### config.mk
export PLATFORM = sky130hd
export DESIGN_NAME = multicycle_controller_flat
export DESIGN_NICKNAME = d
export VERILOG_FILES = /design/src/rtl/multicycle_controller_pkg.sv /design/src/rtl/multicycle_controller_if.sv /design/src/rtl/multicycle_controller_bus_timeout_counter.sv /design/src/rtl/multicycle_controller.sv /design/src/flat_wrapper.sv
export SDC_FILE = /design/constraint.sdc
export NUM_CORES = 1
export LEC_CHECK = 0
export BUFFER_PORTS_ARGS = -buffer_cell sky130_fd_sc_hd__buf_2
export CAP_MARGIN = 20
export CORE_MARGIN = 2
export CORE_UTILIZATION = 52
export DETAILED_ROUTE_END_ITERATION = 12
export PLACE_DENSITY = 0.79
export RECOVER_POWER = 25
export SLEW_MARGIN = 20
export SYNTH_ARGS = -nofsm -noshare
export SYNTH_HDL_FRONTEND = slang
export SYNTH_HIERARCHICAL = 1
export SYNTH_SLANG_ARGS = --single-unit
export TNS_END_PERCENT = 20
### constraint.sdc
create_clock -name clk -period 2.6 [get_ports clk]
set_clock_uncertainty 0.15 [all_clocks]
set_input_delay 0.39 -clock clk [delete_from_list [all_inputs] [get_ports clk]]
set_output_delay 0.39 -clock clk [all_outputs]
set_load 0.03 [all_outputs]
### src/rtl/multicycle_controller_pkg.sv
// -----------------------------------------------------------------------------
// ctrl_pkg
//   Shared types and constants for the RV32I multi-cycle sequencing controller.
//   - ctrl_state_t : sequencing state, encoded as seen on the state output
//   - PC_SRC_*     : program-counter source select codes
//   - ALU_OP_W/SRC_W/WB_W : widths of the decoder control fields
//   - ctrl_latch_t : decoder fields captured in DECODE and held for the
//                    remainder of the instruction
// -----------------------------------------------------------------------------
package ctrl_pkg;

    localparam int ALU_OP_W = 4;
    localparam int SRC_W    = 2;
    localparam int WB_W     = 2;
    localparam int PC_SRC_W = 2;
    localparam int STATE_W  = 3;

    typedef enum logic [STATE_W-1:0] {
        ST_FETCH     = 3'd0,
        ST_DECODE    = 3'd1,
        ST_EXECUTE   = 3'd2,
        ST_MEM       = 3'd3,
        ST_WRITEBACK = 3'd4,
        ST_HALT      = 3'd5
    } ctrl_state_t;

    localparam logic [PC_SRC_W-1:0] PC_SRC_PC4    = 2'b00;
    localparam logic [PC_SRC_W-1:0] PC_SRC_BRANCH = 2'b01;
    localparam logic [PC_SRC_W-1:0] PC_SRC_ALU    = 2'b10;

    typedef struct packed {
        logic [ALU_OP_W-1:0] alu_op;
        logic [SRC_W-1:0]    alu_src;
        logic [WB_W-1:0]     wb_sel;
        logic                mem_read;
        logic                mem_write;
        logic                branch;
        logic                jump;
    } ctrl_latch_t;

    // An instruction the decoder recognised always does at least one of these.
    function automatic logic dec_is_legal(input logic reg_write,
                                          input logic mem_read,
                                          input logic mem_write,
                                          input logic branch,
                                          input logic jump);
        return reg_write | mem_read | mem_write | branch | jump;
    endfunction

endpackage

### src/rtl/multicycle_controller_if.sv
// -----------------------------------------------------------------------------
// multicycle_controller_if
//   Bundle between the sequencing controller and the rest of the core.
//   master modport: the controller (consumes decoder/memory status, drives
//                   datapath strobes, latched controls, state and status).
//   slave modport : the surrounding datapath / memory system.
//   Inputs to controller : stall, dec_* (decoder bundle), branch_taken,
//                          imem_ready, dmem_ready
//   Outputs of controller: imem_req, dmem_req, dmem_we, ir_write, pc_write,
//                          pc_src, rf_we, alu_op, alu_src, wb_sel, state,
//                          illegal_instr, bus_error, retired
// -----------------------------------------------------------------------------
interface multicycle_controller_if #(
    parameter int CNT_W = 32
);
    import ctrl_pkg::*;

    logic                stall;
    logic [ALU_OP_W-1:0] dec_alu_op;
    logic                dec_reg_write;
    logic [SRC_W-1:0]    dec_alu_src;
    logic                dec_mem_read;
    logic                dec_mem_write;
    logic [WB_W-1:0]     dec_mem_to_reg;
    logic                dec_branch;
    logic                dec_jump;
    logic                branch_taken;
    logic                imem_ready;
    logic                dmem_ready;

    logic                imem_req;
    logic                dmem_req;
    logic                dmem_we;
    logic                ir_write;
    logic                pc_write;
    logic [PC_SRC_W-1:0] pc_src;
    logic                rf_we;
    logic [ALU_OP_W-1:0] alu_op;
    logic [SRC_W-1:0]    alu_src;
    logic [WB_W-1:0]     wb_sel;
    logic [STATE_W-1:0]  state;
    logic                illegal_instr;
    logic                bus_error;
    logic [CNT_W-1:0]    retired;

    modport master (
        input  stall, dec_alu_op, dec_reg_write, dec_alu_src, dec_mem_read,
               dec_mem_write, dec_mem_to_reg, dec_branch, dec_jump,
               branch_taken, imem_ready, dmem_ready,
        output imem_req, dmem_req, dmem_we, ir_write, pc_write, pc_src, rf_we,
               alu_op, alu_src, wb_sel, state, illegal_instr, bus_error, retired
    );

    modport slave (
        output stall, dec_alu_op, dec_reg_write, dec_alu_src, dec_mem_read,
               dec_mem_write, dec_mem_to_reg, dec_branch, dec_jump,
               branch_taken, imem_ready, dmem_ready,
        input  imem_req, dmem_req, dmem_we, ir_write, pc_write, pc_src, rf_we,
               alu_op, alu_src, wb_sel, state, illegal_instr, bus_error, retired
    );

endinterface

### src/rtl/multicycle_controller_bus_timeout_counter.sv
// -----------------------------------------------------------------------------
// bus_timeout_counter
//   Counts cycles a memory request has waited for ready. Shared by the
//   instruction fetch and data access phases, which never overlap.
//   Ports:
//     clk, reset  : clock, synchronous active-high reset
//     i_clear     : return the count to zero (wins over i_count_en)
//     i_count_en  : a request is asserted and ready is low this cycle
//     o_expired   : count has reached TIMEOUT-1
// -----------------------------------------------------------------------------
module bus_timeout_counter #(
    parameter int TIMEOUT = 16
) (
    input  logic clk,
    input  logic reset,
    input  logic i_clear,
    input  logic i_count_en,
    output logic o_expired
);

    localparam int               CW   = (TIMEOUT > 2) ? $clog2(TIMEOUT) : 1;
    localparam logic [CW-1:0]    LAST = CW'(TIMEOUT - 1);

    logic [CW-1:0] r_count;

    // NOTE: sequential state is updated with <= so every flop samples the
    // pre-edge values, independent of statement order.
    always_ff @(posedge clk) begin
        if (reset || i_clear) begin
            r_count <= '0;
        end else if (i_count_en && (r_count != LAST)) begin
            // Holding at LAST keeps the count from wrapping if the controller
            // ever stays in a waiting state after expiry.
            r_count <= r_count + 1'b1;
        end
    end

    assign o_expired = (r_count == LAST);

endmodule

### src/rtl/multicycle_controller.sv
// -----------------------------------------------------------------------------
// multicycle_controller
//   Multi-cycle sequencing FSM for the RV32I core. One datapath phase per
//   state: FETCH -> DECODE -> EXECUTE -> [MEM] -> [WRITEBACK] -> FETCH.
//   Owns the instruction/data memory request handshakes with a bounded wait,
//   the retired-instruction counter and the sticky bus_error flag.
//   Ports:
//     clk    : system clock
//     reset  : synchronous, active-high reset (honoured in every state)
//     bus    : multicycle_controller_if.master (decoder bundle, memory
//              handshakes, datapath strobes, latched controls, status)
//   Parameters:
//     TIMEOUT : max cycles a memory request may wait for ready (>= 2)
//     CNT_W   : width of the retired-instruction counter
// -----------------------------------------------------------------------------
module multicycle_controller
    import ctrl_pkg::*;
#(
    parameter int TIMEOUT = 16,
    parameter int CNT_W   = 32
) (
    input logic                             clk,
    input logic                             reset,
    multicycle_controller_if.master         bus
);

    ctrl_state_t      r_state;
    ctrl_latch_t      r_ctl;
    logic             r_bus_error;
    logic [CNT_W-1:0] r_retired;

    logic             w_imem_req;
    logic             w_ir_write;
    logic             w_dmem_req;
    logic             w_dmem_we;
    logic             w_pc_write;
    logic [1:0]       w_pc_src;
    logic             w_rf_we;
    logic             w_illegal;

    logic             w_dec_legal;
    logic             w_waiting;
    logic             w_tmo_clear;
    logic             w_expired;
    logic             w_timeout;

    assign w_dec_legal = dec_is_legal(bus.dec_reg_write, bus.dec_mem_read,
                                      bus.dec_mem_write, bus.dec_branch,
                                      bus.dec_jump);

    // ---------------------------------------------------------------------
    // Timeout tracking. A cycle counts only while a request is actually on
    // the bus with ready low, so stalled FETCH cycles leave the count alone.
    // The count is cleared in every state that is not a request phase and
    // when MEM completes, so it is always zero on entry to FETCH or MEM.
    // ---------------------------------------------------------------------
    assign w_waiting   = (w_imem_req && !bus.imem_ready) ||
                         (w_dmem_req && !bus.dmem_ready);
    assign w_tmo_clear = !((r_state == ST_FETCH) || (r_state == ST_MEM)) ||
                         ((r_state == ST_MEM) && bus.dmem_ready);
    // A ready arriving in the last allowed cycle clears w_waiting, so it wins.
    assign w_timeout   = w_waiting && w_expired;

    bus_timeout_counter #(
        .TIMEOUT    (TIMEOUT)
    ) u_timeout (
        .clk        (clk),
        .reset      (reset),
        .i_clear    (w_tmo_clear),
        .i_count_en (w_waiting),
        .o_expired  (w_expired)
    );

    // ---------------------------------------------------------------------
    // Datapath strobes: decoded from the current state so the PC, IR and
    // register-file enables can only fire in their own phase. They are held
    // low while reset is asserted.
    // ---------------------------------------------------------------------
    always_comb begin
        // NOTE: every output gets a default first so no path leaves one
        // unassigned, which would otherwise infer a latch.
        w_imem_req = 1'b0;
        w_ir_write = 1'b0;
        w_dmem_req = 1'b0;
        w_dmem_we  = 1'b0;
        w_pc_write = 1'b0;
        w_pc_src   = PC_SRC_PC4;
        w_rf_we    = 1'b0;
        w_illegal  = 1'b0;
        if (!reset) begin
            unique case (r_state)
                ST_FETCH: begin
                    w_imem_req = !bus.stall;
                    w_ir_write = !bus.stall && bus.imem_ready;
                end
                ST_DECODE: begin
                    // Unrecognised instruction: skip it and move on to PC+4.
                    if (!w_dec_legal) begin
                        w_illegal  = 1'b1;
                        w_pc_write = 1'b1;
                    end
                end
                ST_EXECUTE: begin
                    if (r_ctl.branch) begin
                        w_pc_write = 1'b1;
                        w_pc_src   = bus.branch_taken ? PC_SRC_BRANCH : PC_SRC_PC4;
                    end
                end
                ST_MEM: begin
                    w_dmem_req = 1'b1;
                    w_dmem_we  = r_ctl.mem_write;
                    // A store finishes here; a load still has WRITEBACK to go.
                    if (bus.dmem_ready && !r_ctl.mem_read) begin
                        w_pc_write = 1'b1;
                    end
                end
                ST_WRITEBACK: begin
                    w_rf_we    = 1'b1;
                    w_pc_write = 1'b1;
                    w_pc_src   = r_ctl.jump ? PC_SRC_ALU : PC_SRC_PC4;
                end
                default: ;  // HALT: everything stays low
            endcase
        end
    end

    // ---------------------------------------------------------------------
    // Sequencing FSM with its registered outputs.
    // ---------------------------------------------------------------------
    always_ff @(posedge clk) begin
        // NOTE: reset is sampled on the clock edge; it is checked ahead of
        // the state decode so it wins mid-request as well.
        if (reset) begin
            r_state     <= ST_FETCH;
            r_ctl       <= '0;
            r_bus_error <= 1'b0;
            r_retired   <= '0;
        end else begin
            unique case (r_state)
                ST_FETCH: begin
                    if (!bus.stall && bus.imem_ready) begin
                        r_state <= ST_DECODE;
                    end else if (w_timeout) begin
                        r_bus_error <= 1'b1;
                        r_state     <= ST_HALT;
                    end
                end
                ST_DECODE: begin
                    r_ctl.alu_op    <= bus.dec_alu_op;
                    r_ctl.alu_src   <= bus.dec_alu_src;
                    r_ctl.wb_sel    <= bus.dec_mem_to_reg;
                    r_ctl.mem_read  <= bus.dec_mem_read;
                    r_ctl.mem_write <= bus.dec_mem_write;
                    r_ctl.branch    <= bus.dec_branch;
                    r_ctl.jump      <= bus.dec_jump;
                    r_state         <= w_dec_legal ? ST_EXECUTE : ST_FETCH;
                end
                ST_EXECUTE: begin
                    if (r_ctl.branch) begin
                        r_retired <= r_retired + 1'b1;
                        r_state   <= ST_FETCH;
                    end else if (r_ctl.mem_read || r_ctl.mem_write) begin
                        r_state <= ST_MEM;
                    end else begin
                        r_state <= ST_WRITEBACK;
                    end
                end
                ST_MEM: begin
                    if (bus.dmem_ready) begin
                        if (r_ctl.mem_read) begin
                            r_state <= ST_WRITEBACK;
                        end else begin
                            r_retired <= r_retired + 1'b1;
                            r_state   <= ST_FETCH;
                        end
                    end else if (w_timeout) begin
                        r_bus_error <= 1'b1;
                        r_state     <= ST_HALT;
                    end
                end
                ST_WRITEBACK: begin
                    r_retired <= r_retired + 1'b1;
                    r_state   <= ST_FETCH;
                end
                ST_HALT: begin
                    r_state <= ST_HALT;  // only reset leaves HALT
                end
                default: begin
                    r_state <= ST_FETCH;
                end
            endcase
        end
    end

    assign bus.imem_req      = w_imem_req;
    assign bus.ir_write      = w_ir_write;
    assign bus.dmem_req      = w_dmem_req;
    assign bus.dmem_we       = w_dmem_we;
    assign bus.pc_write      = w_pc_write;
    assign bus.pc_src        = w_pc_src;
    assign bus.rf_we         = w_rf_we;
    assign bus.illegal_instr = w_illegal;
    assign bus.alu_op        = r_ctl.alu_op;
    assign bus.alu_src       = r_ctl.alu_src;
    assign bus.wb_sel        = r_ctl.wb_sel;
    assign bus.state         = r_state;
    assign bus.bus_error     = r_bus_error;
    assign bus.retired       = r_retired;

endmodule
### src/flat_wrapper.sv
// flat-port wrapper written by rule: the top's interface ports become plain ports
module multicycle_controller_flat import ctrl_pkg::*;
#(
    parameter int TIMEOUT = 16,
    parameter int CNT_W   = 32
)
  (clk, reset, bus_stall, bus_dec_alu_op, bus_dec_reg_write, bus_dec_alu_src, bus_dec_mem_read, bus_dec_mem_write, bus_dec_mem_to_reg, bus_dec_branch, bus_dec_jump, bus_branch_taken, bus_imem_ready, bus_dmem_ready, bus_imem_req, bus_dmem_req, bus_dmem_we, bus_ir_write, bus_pc_write, bus_pc_src, bus_rf_we, bus_alu_op, bus_alu_src, bus_wb_sel, bus_state, bus_illegal_instr, bus_bus_error, bus_retired);
  multicycle_controller_if #(.CNT_W(CNT_W)) bus_i ();
  input logic clk;
  input logic reset;
  input wire logic [$bits(bus_i.stall)-1:0] bus_stall;
  input wire logic [$bits(bus_i.dec_alu_op)-1:0] bus_dec_alu_op;
  input wire logic [$bits(bus_i.dec_reg_write)-1:0] bus_dec_reg_write;
  input wire logic [$bits(bus_i.dec_alu_src)-1:0] bus_dec_alu_src;
  input wire logic [$bits(bus_i.dec_mem_read)-1:0] bus_dec_mem_read;
  input wire logic [$bits(bus_i.dec_mem_write)-1:0] bus_dec_mem_write;
  input wire logic [$bits(bus_i.dec_mem_to_reg)-1:0] bus_dec_mem_to_reg;
  input wire logic [$bits(bus_i.dec_branch)-1:0] bus_dec_branch;
  input wire logic [$bits(bus_i.dec_jump)-1:0] bus_dec_jump;
  input wire logic [$bits(bus_i.branch_taken)-1:0] bus_branch_taken;
  input wire logic [$bits(bus_i.imem_ready)-1:0] bus_imem_ready;
  input wire logic [$bits(bus_i.dmem_ready)-1:0] bus_dmem_ready;
  output wire logic [$bits(bus_i.imem_req)-1:0] bus_imem_req;
  output wire logic [$bits(bus_i.dmem_req)-1:0] bus_dmem_req;
  output wire logic [$bits(bus_i.dmem_we)-1:0] bus_dmem_we;
  output wire logic [$bits(bus_i.ir_write)-1:0] bus_ir_write;
  output wire logic [$bits(bus_i.pc_write)-1:0] bus_pc_write;
  output wire logic [$bits(bus_i.pc_src)-1:0] bus_pc_src;
  output wire logic [$bits(bus_i.rf_we)-1:0] bus_rf_we;
  output wire logic [$bits(bus_i.alu_op)-1:0] bus_alu_op;
  output wire logic [$bits(bus_i.alu_src)-1:0] bus_alu_src;
  output wire logic [$bits(bus_i.wb_sel)-1:0] bus_wb_sel;
  output wire logic [$bits(bus_i.state)-1:0] bus_state;
  output wire logic [$bits(bus_i.illegal_instr)-1:0] bus_illegal_instr;
  output wire logic [$bits(bus_i.bus_error)-1:0] bus_bus_error;
  output wire logic [$bits(bus_i.retired)-1:0] bus_retired;
  assign bus_i.stall = bus_stall;
  assign bus_i.dec_alu_op = bus_dec_alu_op;
  assign bus_i.dec_reg_write = bus_dec_reg_write;
  assign bus_i.dec_alu_src = bus_dec_alu_src;
  assign bus_i.dec_mem_read = bus_dec_mem_read;
  assign bus_i.dec_mem_write = bus_dec_mem_write;
  assign bus_i.dec_mem_to_reg = bus_dec_mem_to_reg;
  assign bus_i.dec_branch = bus_dec_branch;
  assign bus_i.dec_jump = bus_dec_jump;
  assign bus_i.branch_taken = bus_branch_taken;
  assign bus_i.imem_ready = bus_imem_ready;
  assign bus_i.dmem_ready = bus_dmem_ready;
  assign bus_imem_req = bus_i.imem_req;
  assign bus_dmem_req = bus_i.dmem_req;
  assign bus_dmem_we = bus_i.dmem_we;
  assign bus_ir_write = bus_i.ir_write;
  assign bus_pc_write = bus_i.pc_write;
  assign bus_pc_src = bus_i.pc_src;
  assign bus_rf_we = bus_i.rf_we;
  assign bus_alu_op = bus_i.alu_op;
  assign bus_alu_src = bus_i.alu_src;
  assign bus_wb_sel = bus_i.wb_sel;
  assign bus_state = bus_i.state;
  assign bus_illegal_instr = bus_i.illegal_instr;
  assign bus_bus_error = bus_i.bus_error;
  assign bus_retired = bus_i.retired;
  multicycle_controller #(.TIMEOUT(TIMEOUT), .CNT_W(CNT_W)) u_core (.clk(clk), .reset(reset), .bus(bus_i));
endmodule
# --- After elaboration in Yosys (flattened, before gate mapping) ---
# Cells that the tools add are included.
op_classes:
  magnitude_cmp: 0
  mul: 0
  mux: 38
  n_reduce_logical: 22
  add_sub_neg: 2
  n_div: 0
  n_bitwise: 4
  eq_ne: 12
  shifts: 0
ops:
  columns: ["operator", "count"]
  rows:
  - ["32-bit two-way mux", 3]
  - ["32-bit one-hot mux with 3 select lines", 1]
  - ["32-bit by 1-bit adder with 32-bit output, second input constant", 1]
  - ["1-bit two-way mux", 20]
  - ["3-bit two-way mux", 6]
  - ["3-bit one-hot mux with 5 select lines", 1]
  - ["2-bit two-way mux", 4]
  - ["2-bit inequality test, second input constant", 4]
  - ["1-bit logical AND", 7]
  - ["3-bit by 2-bit == test with 1-bit output, second input constant", 2]
  - ["3-bit == test, second input constant", 2]
  - ["1-bit zero test", 5]
  - ["1-bit logical OR", 5]
  - ["4-bit by 1-bit adder with 4-bit output, second input constant", 1]
  - ["4-bit == test, second input constant", 1]
  - ["4-bit inequality test, second input constant", 1]
  - ["1-bit bitwise OR", 4]
  - ["1-bit one-hot mux with 4 select lines", 1]
  - ["2-bit one-hot mux with 2 select lines", 1]
  - ["4-bit AND reduction", 1]
  - ["3-bit by 1-bit == test with 1-bit output, second input constant", 1]
  - ["3-bit zero test", 1]
  - ["3-bit AND reduction", 1]
  - ["3-bit nonzero test", 1]
  - ["3 further kinds", 3]
word_totals:
  elab_cells: 89
  mem_count: 0
  register_bits: 52
  output_inout_bits: 53
  mem_bits_rw: 0
  romBits: 0
  in_bits: 19
  latchBits: 0

# --- Depth between registers and ports, before layout ---
depth:
  word_depth: 9
  ltp_mapped: 7
  mapped_depth_nobuf: 7

# --- Hierarchy ---
# Netlist, hierarchy kept.
modules_own_cells:
  columns: ["mod", "seq_area_each_um2", "cells_each", "instances", "area_per_inst_um2"]
  rows:
  - ["multicycle_controller", 960.9, 302, 1, 2481.1]
  - ["bus_timeout_counter", 80.1, 22, 1, 211.5]

# --- Least setup slack after synthesis ---
# No wires, ideal clock.
synth_timing:
  path_type: "register to output"
  start: "reg u_core.r_state[0] (netlist: u_core/bus.state[0])"
  end: "out bus_ir_write"
  t_arrival_ns: 2.096
  setup_slack_ns: -0.036
  stages_incl_launch_ff: 5
  path_cell_list: "dfxtp_1 > buf_2 > nor3_1 > nor3b_1 > and2_1"
synth_between:
  elab_chain_len: 3
synth_rtl:
  columns: ["item", "line_no", "source"]
  rows:
  - ["start: declaration", "multicycle_controller.sv:27", "ctrl_state_t r_state;"]
  - ["start signal: assignment", "multicycle_controller.sv:156", "r_state <= w_dec_legal ? ST_EXECUTE : ST_FETCH;"]
  - ["3-bit zero test", "multicycle_controller.sv:91", "unique case (r_state)"]
  - ["1-bit two-way mux", "multicycle_controller.sv:91", null]
  - ["1-bit two-way mux", "multicycle_controller.sv:90", "if (!reset) begin"]
  - ["end: declaration", "flat_wrapper.sv:26", "output wire logic [$bits(bus_i.ir_write)-1:0] bus_ir_write;"]
# Every way passes these cells.

# --- Worst setup path after layout ---
layout_timing:
  start: "reg u_core.r_state[0] (netlist: u_core/bus.state[0])"
  end: "out bus_pc_write"
layout_between:
  elab_chain_len: 3
  elab_cells_between_ends: 6
layout_rtl:
  columns: ["item", "line_no", "source"]
  rows:
  - ["3-bit == test, or another cell as far along", "multicycle_controller.sv:91", null]
  - ["1-bit one-hot mux with 4 select lines (*)", "multicycle_controller.sv:91", null]
  - ["1-bit two-way mux (*)", "multicycle_controller.sv:90", null]
  - ["end: declaration", "flat_wrapper.sv:27", "output wire logic [$bits(bus_i.pc_write)-1:0] bus_pc_write;"]
# Every way passes the cells marked *; elsewhere a longest branch is shown, timed or not.

==> metrics <==
Cell Pwr Density 484 nW/µm²; R2R Setup Slk approximately 390 ps; Syn Area/Cell 8.31 µm²; initial antenna violation count 0; Tmin final between 2000 and 2500 ps; gr busiest metal met2; Critical Path End bus_pc_write; post-synthesis async set-or-reset flop share 0%; Die Height about 76 µm; first-pass GRT wire length approximately 10000 µm; status finished clean; CP arrival 1940 ps; leading cell type in the layout, fill and taps excluded dfxtp_1; clock sink count 52; FP Rows 26; H-Tree Depth 2; Diodes inserted 0; WP data required a little over 2000 ps; met2 Use GR 37.1%; worst hold-check path type in -> reg; Peak VDD IR between 0.3 and 0.4 mV; via/cell ratio ~5.4; pin count of the biggest net entering global routing 28; Mapped Nets 345; setup TNS 0 ps; Lkg Pwr between 1 and 1.5 nW; Max-Slew Margin vs Limit between 60 and 70%; wirelength, routed 5970 µm; GR met3 Demand/Resource between 3 and 4%; Main synth FF type dfxtp_1; Critical Path Max Stage Delay around 540 ps; Distinct cells, synth 56; routability congestion estimate roughly 0.82; period utilization a little over nine tenths; Die Span X between 70 and 80 µm; Tot GR Track Use between 20% and 30%; share of cells above drive strength 1 between 20% and 30%; GR Layer Usage met1 25.6%; final hold violations 0; dpl hpwl 4300 µm; CTS Root Cell clkbuf_8; cells on worst reg2reg path 5; Post-CTS Setup Bufs 0; most frequent cells in the layout dfxtp_1, buf_2, nand2_1; CP Cell Sequence and3b_1 -> o211a_2 -> nor2_1 -> a21oi_1 -> buf_2; Port Buffer Count 71; largest fanout on the critical path 13; Routed Antenna Nets 0; Mapped Cells 324; clk_lat worst skew between 300 and 400 ps; FF-to-FF Start u_core/bus.state[0]$_SDFF_PP0_; number of DRC markers in iteration 0 128; critical path endpoint category primary output; max-cap violations 0; #FFs+latches synth 52; Syn-to-layout area delta 15.1%; Die ar. a little under 6000 µm²; clock transition at the registers of the reported paths approximately 100 ps; final setup fails 0; routed vias ~2500; vias in the first global route 2330; hold buffers post-CTS 0; WHS about 160 ps; EDFF count, synth 0; initial core utilization a little over half; CP Class reg -> out; # IOs 72; final-report max-slew violation count 0; Worst Setup SP u_core/bus.state[0]$_SDFF_PP0_; Total Power 0.00150 W; core footprint between 5000 and 6000 µm²; gr ovfl total 0; startpoint class of the critical path flip-flop; DR DRC count 0; Num CTS Buffers 5; fmax 403 MHz; slowest stage cell, crit path dfxtp_1; Seq/Total Area, Yosys 38.7%; Syn Std Cell Area ~2700 µm²; TritonCTS clock tree built; RR Endpoint u_core/bus.retired[31]$_SDFFE_PP0P_; drt first pass iters 4; Syn. warnings 6; worst-margin pin slew roughly 480 ps; RSZ-0062 raised after global routing false; clk buf depth 2; Nets roughly 400; average wire per standard cell around 13 µm
registers in the layout, indices dropped and copies added, names as in the netlist:
signal and cells:
u_core/bus.retired 32, u_core/u_timeout/r_count 4, u_core/bus.alu_op 4, u_core/bus.state 3
u_core/bus.bus_error 1, u_core/bus.alu_src 2, u_core/r_ctl 4, u_core/bus.wb_sel 2
worst min-delay path by stage:
stage	start	to	slack, ps	depth (start not counted)
after floorplan	u_core/r_ctl[0]$_SDFFE_PP0P_	u_core/r_ctl[0]$_SDFFE_PP0P_	280	2
after global placement	u_core/bus.alu_op[1]$_SDFFE_PP0P_	u_core/bus.alu_op[1]$_SDFFE_PP0P_	290	2
after detailed placement	u_core/bus.alu_op[1]$_SDFFE_PP0P_	u_core/bus.alu_op[1]$_SDFFE_PP0P_	290	2
after CTS	bus_dec_alu_src[0]	u_core/bus.alu_src[0]$_SDFFE_PP0P_	150	3
after global routing	bus_dec_alu_src[0]	u_core/bus.alu_src[0]$_SDFFE_PP0P_	150	3
final	bus_dec_alu_src[0]	u_core/bus.alu_src[0]$_SDFFE_PP0P_	160	3
per-stage QoR:
step / cell area [µm²] / util (%) / std cells / setup WS [ps]
floorplan: 2700 / - / 324 / 34.1
global placement: 3040 / 60.3 / 448 / 428
detailed placement: 3040 / 60.3 / 448 / 338
CTS: 3130 / 62.1 / 456 / 27.0
global route: 3100 / 61.5 / 456 / 10.2
finish: 3100 / 61.5 / 456 / 118
where the power goes:
part           switching, W  internal (W)  total, W  leakage (nW)
Sequential        0.0000200      0.000816  0.000836         0.420
Clock              0.000279      0.000191  0.000470        0.0404
Combinational      0.000130     0.0000645  0.000194         0.691
area by class of cell:
cell class / count / area [µm²]
Clock buffer: 5 / 68.8
Multi-Input combinational cell: 240 / 1470
Clock inverter: 3 / 23.8
Sequential cell: 52 / 1040
Timing Repair Buffer: 78 / 375
Inverter: 8 / 32.5
Fill cell: 445 / 1940
Tap cell: 70 / 87.6
cells in the mapped netlist, drive strengths merged (3+ instances only):
cell,n,share of area [%]
dfxtp,52,39
nand2,39,5.5
nor2,38,5.7
a21oi,30,5.6
o21ai,16,3.3
buf,15,4.0
xor2,14,4.6
nand3,10,2.2
o2111ai,10,3.5
or3,10,2.3
clkbuf,9,1.6
inv,8,1.2
nand4,8,2.6
nor3,8,1.7
and2,7,1.6
o211ai,7,2.1
or4,5,1.4
nor2b,4,0.93
xnor2,4,1.3
and3,3,0.70
and4,3,0.98
o31ai,3,0.84
layer usage:
metal / part of all wire (%) / up-vias / wire length [µm]
met5: 0 / - / 0
met4: 1.6 / 0 / 95
li1: - / 1267 / -
met3: 4.6 / 9 / 272
met2: 48 / 61 / 2870
met1: 46 / 1136 / 2730
logic make-up (layout without fill, tap and decap cells):
family	count (synthesis)	in the layout	share of synthesized area (%)
flops	52	52	38.7
fa+ha+maj	2	2	0.929
xor+xnor	18	18	5.85
compound gates	77	77	19.3
buf+inv	32	94	6.88
simple gates	142	142	28.0
mux	1	1	0.418
what timing repair did:
action / in CTS / in global routing
endpoints found under the hold margin: 0 / 0
endpoints found under the setup margin: 0 / 1
gates resized for setup: 0 / 1
worst max-delay path: cells and delay by family, from the launching register on:
| family | cells | cell delay, ps |
|---|---|---|
| compound gates | 2 | 530 |
| buf+inv | 1 | 210 |
| flops | 1 | 540 |
| simple gates | 2 | 360 |
Note: power is estimated with default switching activity, not from simulation.
